==> src/rtl/pipe_hazard_ctrl.sv <==
// Hazard sequencer for the 5-stage RV32I pipeline: stall/flush control, EX forwarding
// selects and a data-memory wait FSM. States: RUN | normal flow, WAIT | holding for dmem_ack.
module pipe_hazard_ctrl #(
    parameter int MEM_TIMEOUT = 16,
    parameter int CNT_W       = 8
) (
    input  logic       clk,
    input  logic       rst,
    input  logic       valid_d,
    input  logic [4:0] rs1_d,
    input  logic [4:0] rs2_d,
    input  logic [4:0] rd_d,
    input  logic       regwrt_d,
    input  logic [1:0] rsltSrc_d,
    input  logic       memacc_d,
    input  logic       pc_src_e,
    input  logic       dmem_ack,
    output logic       stall_f,
    output logic       stall_d,
    output logic       stall_e,
    output logic       stall_m,
    output logic       flush_d,
    output logic       flush_e,
    output logic       flush_w,
    output logic [1:0] fwd_a_e,
    output logic [1:0] fwd_b_e,
    output logic       mem_busy,
    output logic       mem_timeout
);

    typedef enum logic {ST_RUN, ST_WAIT} state_t;

    state_t           r_state;
    logic [CNT_W-1:0] r_cnt;

    logic       r_valid_e, r_regwrt_e, r_load_e, r_memacc_e;
    logic [4:0] r_rs1_e, r_rs2_e, r_rd_e;
    logic       r_valid_m, r_regwrt_m, r_memacc_m;
    logic [4:0] r_rd_m;
    logic       r_valid_w, r_regwrt_w;
    logic [4:0] r_rd_w;

    logic w_load_d, w_tmo_hit, w_freeze, w_lu, w_br;

    assign w_load_d  = (rsltSrc_d == 2'b01);
    assign w_tmo_hit = (r_state == ST_WAIT) && (r_cnt == CNT_W'(MEM_TIMEOUT - 1));
    assign w_freeze  = r_valid_m && r_memacc_m && !dmem_ack && !w_tmo_hit;
    assign w_lu      = valid_d && r_valid_e && r_load_e && (r_rd_e != 5'd0) &&
                       ((r_rd_e == rs1_d) || (r_rd_e == rs2_d));
    assign w_br      = pc_src_e && r_valid_e;

    always_ff @(posedge clk or posedge rst) begin
        if (rst) begin
            r_state <= ST_RUN;
            r_cnt   <= '0;
        end else begin
            case (r_state)
                ST_RUN: begin
                    if (w_freeze) begin
                        r_state <= ST_WAIT;
                        r_cnt   <= '0;
                    end
                end
                ST_WAIT: begin
                    if (dmem_ack || w_tmo_hit) r_state <= ST_RUN;
                    else                       r_cnt   <= r_cnt + CNT_W'(1);
                end
                default: r_state <= ST_RUN;
            endcase
        end
    end

    // While frozen, E and M hold in place and W fills with bubbles.
    always_ff @(posedge clk or posedge rst) begin
        if (rst) begin
            r_valid_e  <= 1'b0;
            r_rs1_e    <= '0;
            r_rs2_e    <= '0;
            r_rd_e     <= '0;
            r_regwrt_e <= 1'b0;
            r_load_e   <= 1'b0;
            r_memacc_e <= 1'b0;
            r_valid_m  <= 1'b0;
            r_rd_m     <= '0;
            r_regwrt_m <= 1'b0;
            r_memacc_m <= 1'b0;
            r_valid_w  <= 1'b0;
            r_rd_w     <= '0;
            r_regwrt_w <= 1'b0;
        end else if (w_freeze) begin
            r_valid_w <= 1'b0;
        end else begin
            r_valid_w  <= r_valid_m;
            r_rd_w     <= r_rd_m;
            r_regwrt_w <= r_regwrt_m;
            r_valid_m  <= r_valid_e;
            r_rd_m     <= r_rd_e;
            r_regwrt_m <= r_regwrt_e;
            r_memacc_m <= r_memacc_e;
            r_valid_e  <= valid_d && !flush_e;
            r_rs1_e    <= rs1_d;
            r_rs2_e    <= rs2_d;
            r_rd_e     <= rd_d;
            r_regwrt_e <= regwrt_d;
            r_load_e   <= w_load_d;
            r_memacc_e <= memacc_d;
        end
    end

    // A taken branch kills the stalled instruction anyway, so it overrides load-use.
    always_comb begin
        stall_f = w_freeze || (w_lu && !w_br);
        stall_d = stall_f;
        stall_e = w_freeze;
        stall_m = w_freeze;
        flush_w = w_freeze;
        flush_d = !w_freeze && w_br;
        flush_e = !w_freeze && (w_br || w_lu);
    end

    always_comb begin
        fwd_a_e = 2'b00;
        fwd_b_e = 2'b00;
        if (r_valid_e) begin
            if (r_valid_m && r_regwrt_m && (r_rd_m != 5'd0) && (r_rd_m == r_rs1_e))
                fwd_a_e = 2'b10;
            else if (r_valid_w && r_regwrt_w && (r_rd_w != 5'd0) && (r_rd_w == r_rs1_e))
                fwd_a_e = 2'b01;
            if (r_valid_m && r_regwrt_m && (r_rd_m != 5'd0) && (r_rd_m == r_rs2_e))
                fwd_b_e = 2'b10;
            else if (r_valid_w && r_regwrt_w && (r_rd_w != 5'd0) && (r_rd_w == r_rs2_e))
                fwd_b_e = 2'b01;
        end
    end

    assign mem_busy    = (r_state == ST_WAIT);
    assign mem_timeout = w_tmo_hit && !dmem_ack;

endmodule

==> config.mk <==
export PLATFORM = sky130hd
export DESIGN_NAME = pipe_hazard_ctrl
export DESIGN_NICKNAME = d
export VERILOG_FILES = /design/src/rtl/pipe_hazard_ctrl.sv
export SDC_FILE = /design/constraint.sdc
export NUM_CORES = 1
export LEC_CHECK = 0
export BUFFER_PORTS_ARGS = -buffer_cell sky130_fd_sc_hd__buf_4
export CAP_MARGIN = 0
export CORE_UTILIZATION = 52
export CTS_BUF_LIST = sky130_fd_sc_hd__clkbuf_8
export DETAILED_ROUTE_END_ITERATION = 16
export PLACE_DENSITY_LB_ADDON = 0.08
export RECOVER_POWER = 25
export SLEW_MARGIN = 40
export SYNTH_ARGS = -nofsm -noshare
export SYNTH_HDL_FRONTEND = slang
export SYNTH_SLANG_ARGS = --single-unit
==> constraint.sdc <==
create_clock -name clk -period 2.2 [get_ports clk]
set_clock_uncertainty 0.2 [all_clocks]
set_input_delay 0.33 -clock clk [delete_from_list [all_inputs] [get_ports clk]]
set_output_delay 0.33 -clock clk [all_outputs]
set_load 0.1 [all_outputs]
Yosys cells after proc, flatten, opt, wreduce, memory -nomap -nowiden

Cells that the tools add are included.

Bits in registers: 43
Word-level logic and storage cells: 76

Add/subtract/negate cells: 1
Eq/ne operators: 10
Muxes and demuxes: 13
Bitwise logic cells: 1
Reduce and logical (&&, ||, !) cells: 35

Operators with widths:

| kind                                           | number |
|---|---|
| == test 5 bit                                  | 6 |
| logical AND 1 bit                              | 22 |
| 2-to-1 mux 8 bit                               | 2 |
| one-hot mux 8 bit (2 select lines)             | 1 |
| nonzero test 5 bit                             | 3 |
| adder 8 x 1 -> 8 bit (second input constant)   | 1 |
| == test 8 x 4 -> 1 bit (second input constant) | 1 |
| 2-to-1 mux 2 bit                               | 4 |
| zero test 1 bit                                | 5 |
| 2-to-1 mux 1 bit                               | 5 |
| logical OR 1 bit                               | 4 |
| inequality test 2 bit (second input constant)  | 2 |
| == test 2 x 1 -> 1 bit (second input constant) | 1 |
| one-hot mux 1 bit (2 select lines)             | 1 |
| AND reduction 2 bit                            | 1 |
| inverter 1 bit                                 | 1 |

Depth between registers and ports, before layout

Word-level depth: 8
Gate-level depth with buffers: 9
Depth with buffers taken out: 7

Worst setup path before layout

Ideal clock, no wire load.

Kind: reg2out
Start: register r_state (netlist: mem_busy)
End: output port mem_timeout
Data arrival time: 4568 ps
Required time: 1670 ps
Slack: -2898 ps
Cell stages (with the launch flop): 4
Buffers on the path: 1
Cell sequence: dfrtp_1 > buf_4 > or4b_4 > nor4_1

Longest elaborated chain between the ends: 2

Ends and longest elaborated chain:

| element                  | RTL line | source |
|---|---|---|
| start: declaration       | 33       | `state_t r_state;` |
| start signal: assignment | 54       | `r_state <= ST_RUN;` |
| start signal: assignment | 60       | `r_state <= ST_WAIT;` |
| start signal: assignment | 65       | `if (dmem_ack \|\| w_tmo_hit) r_state <= ST_RUN;` |
| logical AND 1 bit        | 46       | `assign w_tmo_hit = (r_state == ST_WAIT) && (r_cnt == CNT_W'(MEM_TIMEOUT - 1));` |
| logical AND 1 bit        | 137      | `assign mem_timeout = w_tmo_hit && !dmem_ack;` |
| end: declaration         | 28       | `output logic mem_timeout` |

Every way passes these cells.

Worst setup path after layout

Start: register r_rd_m[1]
End: output port fwd_a_e[0]

Longest elaborated chain between the ends: 5
Elaborated cells between the ends (all ways): 6

Ends and longest elaborated chain:

| element                  | RTL line | source |
|---|---|---|
| start: declaration       | 39       | `logic [4:0] r_rd_m;` |
| start signal: assignment | 97       | `r_rd_m <= r_rd_e;` |
| nonzero test 5 bit       | 125      | `if (r_valid_m && r_regwrt_m && (r_rd_m != 5'd0) && (r_rd_m == r_rs1_e))` |
| logical AND 1 bit        | 125      |  |
| logical AND 1 bit (*)    | 125      |  |
| 2-to-1 mux 2 bit (*)     | 125      |  |
| 2-to-1 mux 2 bit (*)     | 124      | `if (r_valid_e) begin` |
| end: declaration         | 25       | `output logic [1:0] fwd_a_e,` |

Every way passes the cells marked *; elsewhere a longest branch is shown, timed or not.

==> results.yml <==
place:
  placed_area_um2: 2890
  dp.cells: 364
  numPortBuffers: 36
  hpwlAfterDp_mm: 3.65
  place_ws_ns: -0.232
  gp_congestion: 0.897
global_route:
  first_global_vias: 1893
  overflow: 0
  grt_max_degree: 44
  antenna_found_initial: 0
  grt_pass1_wl_mm: 8.79
  track_usage: 0.268
power_and_ir_drop:
  ir_worst_vdd_mv: 0.555
  switching_share: 0.347
  power_frac_clock: 0.226
  power_density_nw_per_um2: 786
  combPwrFrac: 0.375
  p_sw_w: 0.000909
  pwr-share-seq: 0.399
  intPower_w: 0.00171
  leakagePower_nw: 1.62
floorplan:
  initial_utilization: 0.553
  core_area_um2: 4090
  rows: 23
  io_pins: 37
  die_w_um: 67.9
  fp.dieArea_um2: 4620
  fp.dieH_um: 67.9
yosys:
  syn_nets: 276
  netlist_area_um2: 2260
  synth_area_per_cell_um2: 9.01
  synth_seq_cells: 43
  ys_seq_area_frac: 0.476
  postSynthCellCount: 251
  yosys_warnings: 0
  synth_cell_types: 31
final_layout:
  fin_area_um2: 3340
  nets: 361
  antenna_cells: 0
  fin_cells: 387
  synthToLayoutAreaGrowth_pct: 47.6
  drive_above_1_share: 0.365
critical_path:
  path_delay_family: "simple AND/OR/NAND/NOR gates"
  crit_fanout: 2
  critPathLaunchType: "flop"
  worstSetupPathType: "flop to output port"
  cp_common_cell: "nor4_4"
  end_kind: "output port"
  crit_slowest_cell: "or4_4"
  cpPeakStageDelay_ns: 0.54
  crit_chain: "or4_4 > o211ai_1 > buf_4 > nor4_4 > nor4_4 > buf_6"
  cp_num_buf_inv: 2
  cp.required_ns: 1.67
  cp.arrival_ns: 2.09
cts:
  clkTransAtPathRegs_ns: 0.08
  cts.path.max_buffers: 2
  root_buffer: "clkbuf_8"
  cts_tree: "built"
  cts_buffers: 5
  h-tree-depth: 2
  cts.sinks: 43
  clock_latency_ns: 0.30
detailed_routing:
  wirelength_mm: 5.76
  postRouteAntennaNets: 0
  wire_per_inst_um: 14.9
  post_drt_via_cell_ratio: 5.24
  drt-pass1-iter-count: 4
  drt-initial-drc-count: 155
  num_vias: 2026
  drc: 0
sta:
  rsz0062_at_grt: "yes"
  worst_pin_slew_ns: 1.04
  finalCritPeriodShare: 1.19
  slew_headroom: 0.304
  timing.final.ws_setup_ns: -0.416
  drv_slew: 0
  fin_crit_ns: 2.62
  setup_viol: 19
  final_hold_viol_count: 0
  fmax_mhz: 382
outcome:
  status: "complete, but fails checks"
  violations: "negative setup slack"
run:
  maxCapViolations: 0
min_path:
  hold_class: "input port to flop"
-- flip-flops by register name (all words and copies together) (netlist names) --
name / flops
r_cnt: 8
r_rd_e: 5
r_rd_m: 5
r_rd_w: 5
r_rs1_e: 5
r_rs2_e: 5
mem_busy: 1
r_load_e: 1
r_memacc_e: 1
r_memacc_m: 1
r_regwrt_e: 1
r_regwrt_m: 1
r_regwrt_w: 1
r_valid_e: 1
r_valid_m: 1
r_valid_w: 1
-- layout by cell type, fill, tap and decap left out, types with 2 or more instances in the layout --
cell type and count:
nand2b_1 2, dfrtp_1 41, buf_4 64, nor4_4 5, nor3_1 4, clkbuf_8 5
xor2_1 18, a21oi_1 2, nand3_1 7, nor2_1 5, nand2_1 96, buf_12 10
nor3_2 3, nand3b_1 2, buf_6 13, inv_1 6, and3_1 2, or4_4 3
a22o_1 2, a21o_1 2, xnor2_1 15, and2_4 2
-- stage by stage --
step	hold slack (ns)	TNS, ns	util	power [W]
2_1_floorplan	0.230	-7.40	-	0.00159
4_1_cts	0.0225	-3.76	0.805	0.00258
3_3_place_gp	0.219	-0.810	0.706	0.00183
3_5_place_dp	0.219	-1.31	0.706	0.00185
5_1_grt	0.0214	-6.28	0.817	0.00275
6_report	0.0264	-5.09	0.817	0.00262
-- routing by layer --
metal,vias up,GRT usage,part of all wire
met3,10,0.0650,0.063
met4,0,0.107,0.014
li1,983,-,-
met2,73,0.418,0.50
met5,-,0,0
met1,960,0.358,0.43
-- final cells by class --
cell class / count / area, µm²
Fill cell: 264 / 749
Clock inverter: 3 / 37.5
Clock buffer: 5 / 68.8
Inverter: 6 / 27.5
Multi-Input combinational cell: 190 / 1210
Timing Repair Buffer: 90 / 850
Sequential cell: 43 / 1080
Tap cell: 50 / 62.6
-- repair_timing --
action	CTS	global route
endpoints found under the hold margin	43	0
pin swaps	10	6
endpoints found under the setup margin	15	21
gates resized for setup	48	17
hold buffers	1	0
cloned	0	0
buffers inserted	12	7
-- power by group through the flow --
stage / Clock [W] / Combinational, W / Sequential (W)
2_1_floorplan: 0 / 0.000518 / 0.00107
3_3_place_gp: 0 / 0.000779 / 0.00105
3_5_place_dp: 0 / 0.000791 / 0.00106
4_1_cts: 0.000599 / 0.000939 / 0.00104
5_1_grt: 0.000629 / 0.00106 / 0.00106
6_report: 0.000593 / 0.000983 / 0.00105
-- Yosys cell counts, drive strengths merged --
cell type / instances / share of area
a21o: 2 / 0.0066
a21oi: 3 / 0.0083
a22o: 2 / 0.0077
a32o: 1 / 0.0044
and2: 3 / 0.0083
and3: 2 / 0.0055
buf: 12 / 0.048
dfrtp: 43 / 0.48
ha: 1 / 0.0055
inv: 6 / 0.011
nand2: 97 / 0.16
nand2b: 2 / 0.0055
nand3: 7 / 0.015
nand3b: 2 / 0.0066
nor2: 7 / 0.012
nor3: 8 / 0.020
nor4: 5 / 0.014
o2111ai: 1 / 0.0039
o211ai: 1 / 0.0033
o21ai: 4 / 0.0089
o221ai: 1 / 0.0039
o311ai: 1 / 0.012
or3: 2 / 0.0055
or4: 4 / 0.013
or4b: 1 / 0.0061
xnor2: 15 / 0.058
xor2: 18 / 0.070
-- final timing paths --
path / slack [ns] / end / cells after the start / from
min in group asynchronous: 0.71 / r_rs1_e[0] / 4 / rst
hold reg to reg: 0.27 / r_memacc_e / 2 / r_memacc_e
setup / recovery: -0.42 / fwd_a_e[0] / 6 / r_rd_m[1]
max in group asynchronous: 0.33 / mem_busy / 4 / rst
setup reg to reg: -0.30 / r_cnt[2] / 9 / r_cnt[6]
hold / removal: 0.03 / r_rd_e[4] / 3 / rd_d[4]
-- logic make-up after synthesis --
kind of cell	share of synthesized area
compound gates	0.0587
xor+xnor	0.128
fa+ha+maj	0.00553
buf+inv	0.0592
flops	0.476
simple gates	0.273
-- tightest hold or removal path, stage by stage --
cell and delay, ns:
buf_4 0.07, nand2_1 0.03, nand2_1 0.05
Power figures use the tool's default switching activity.
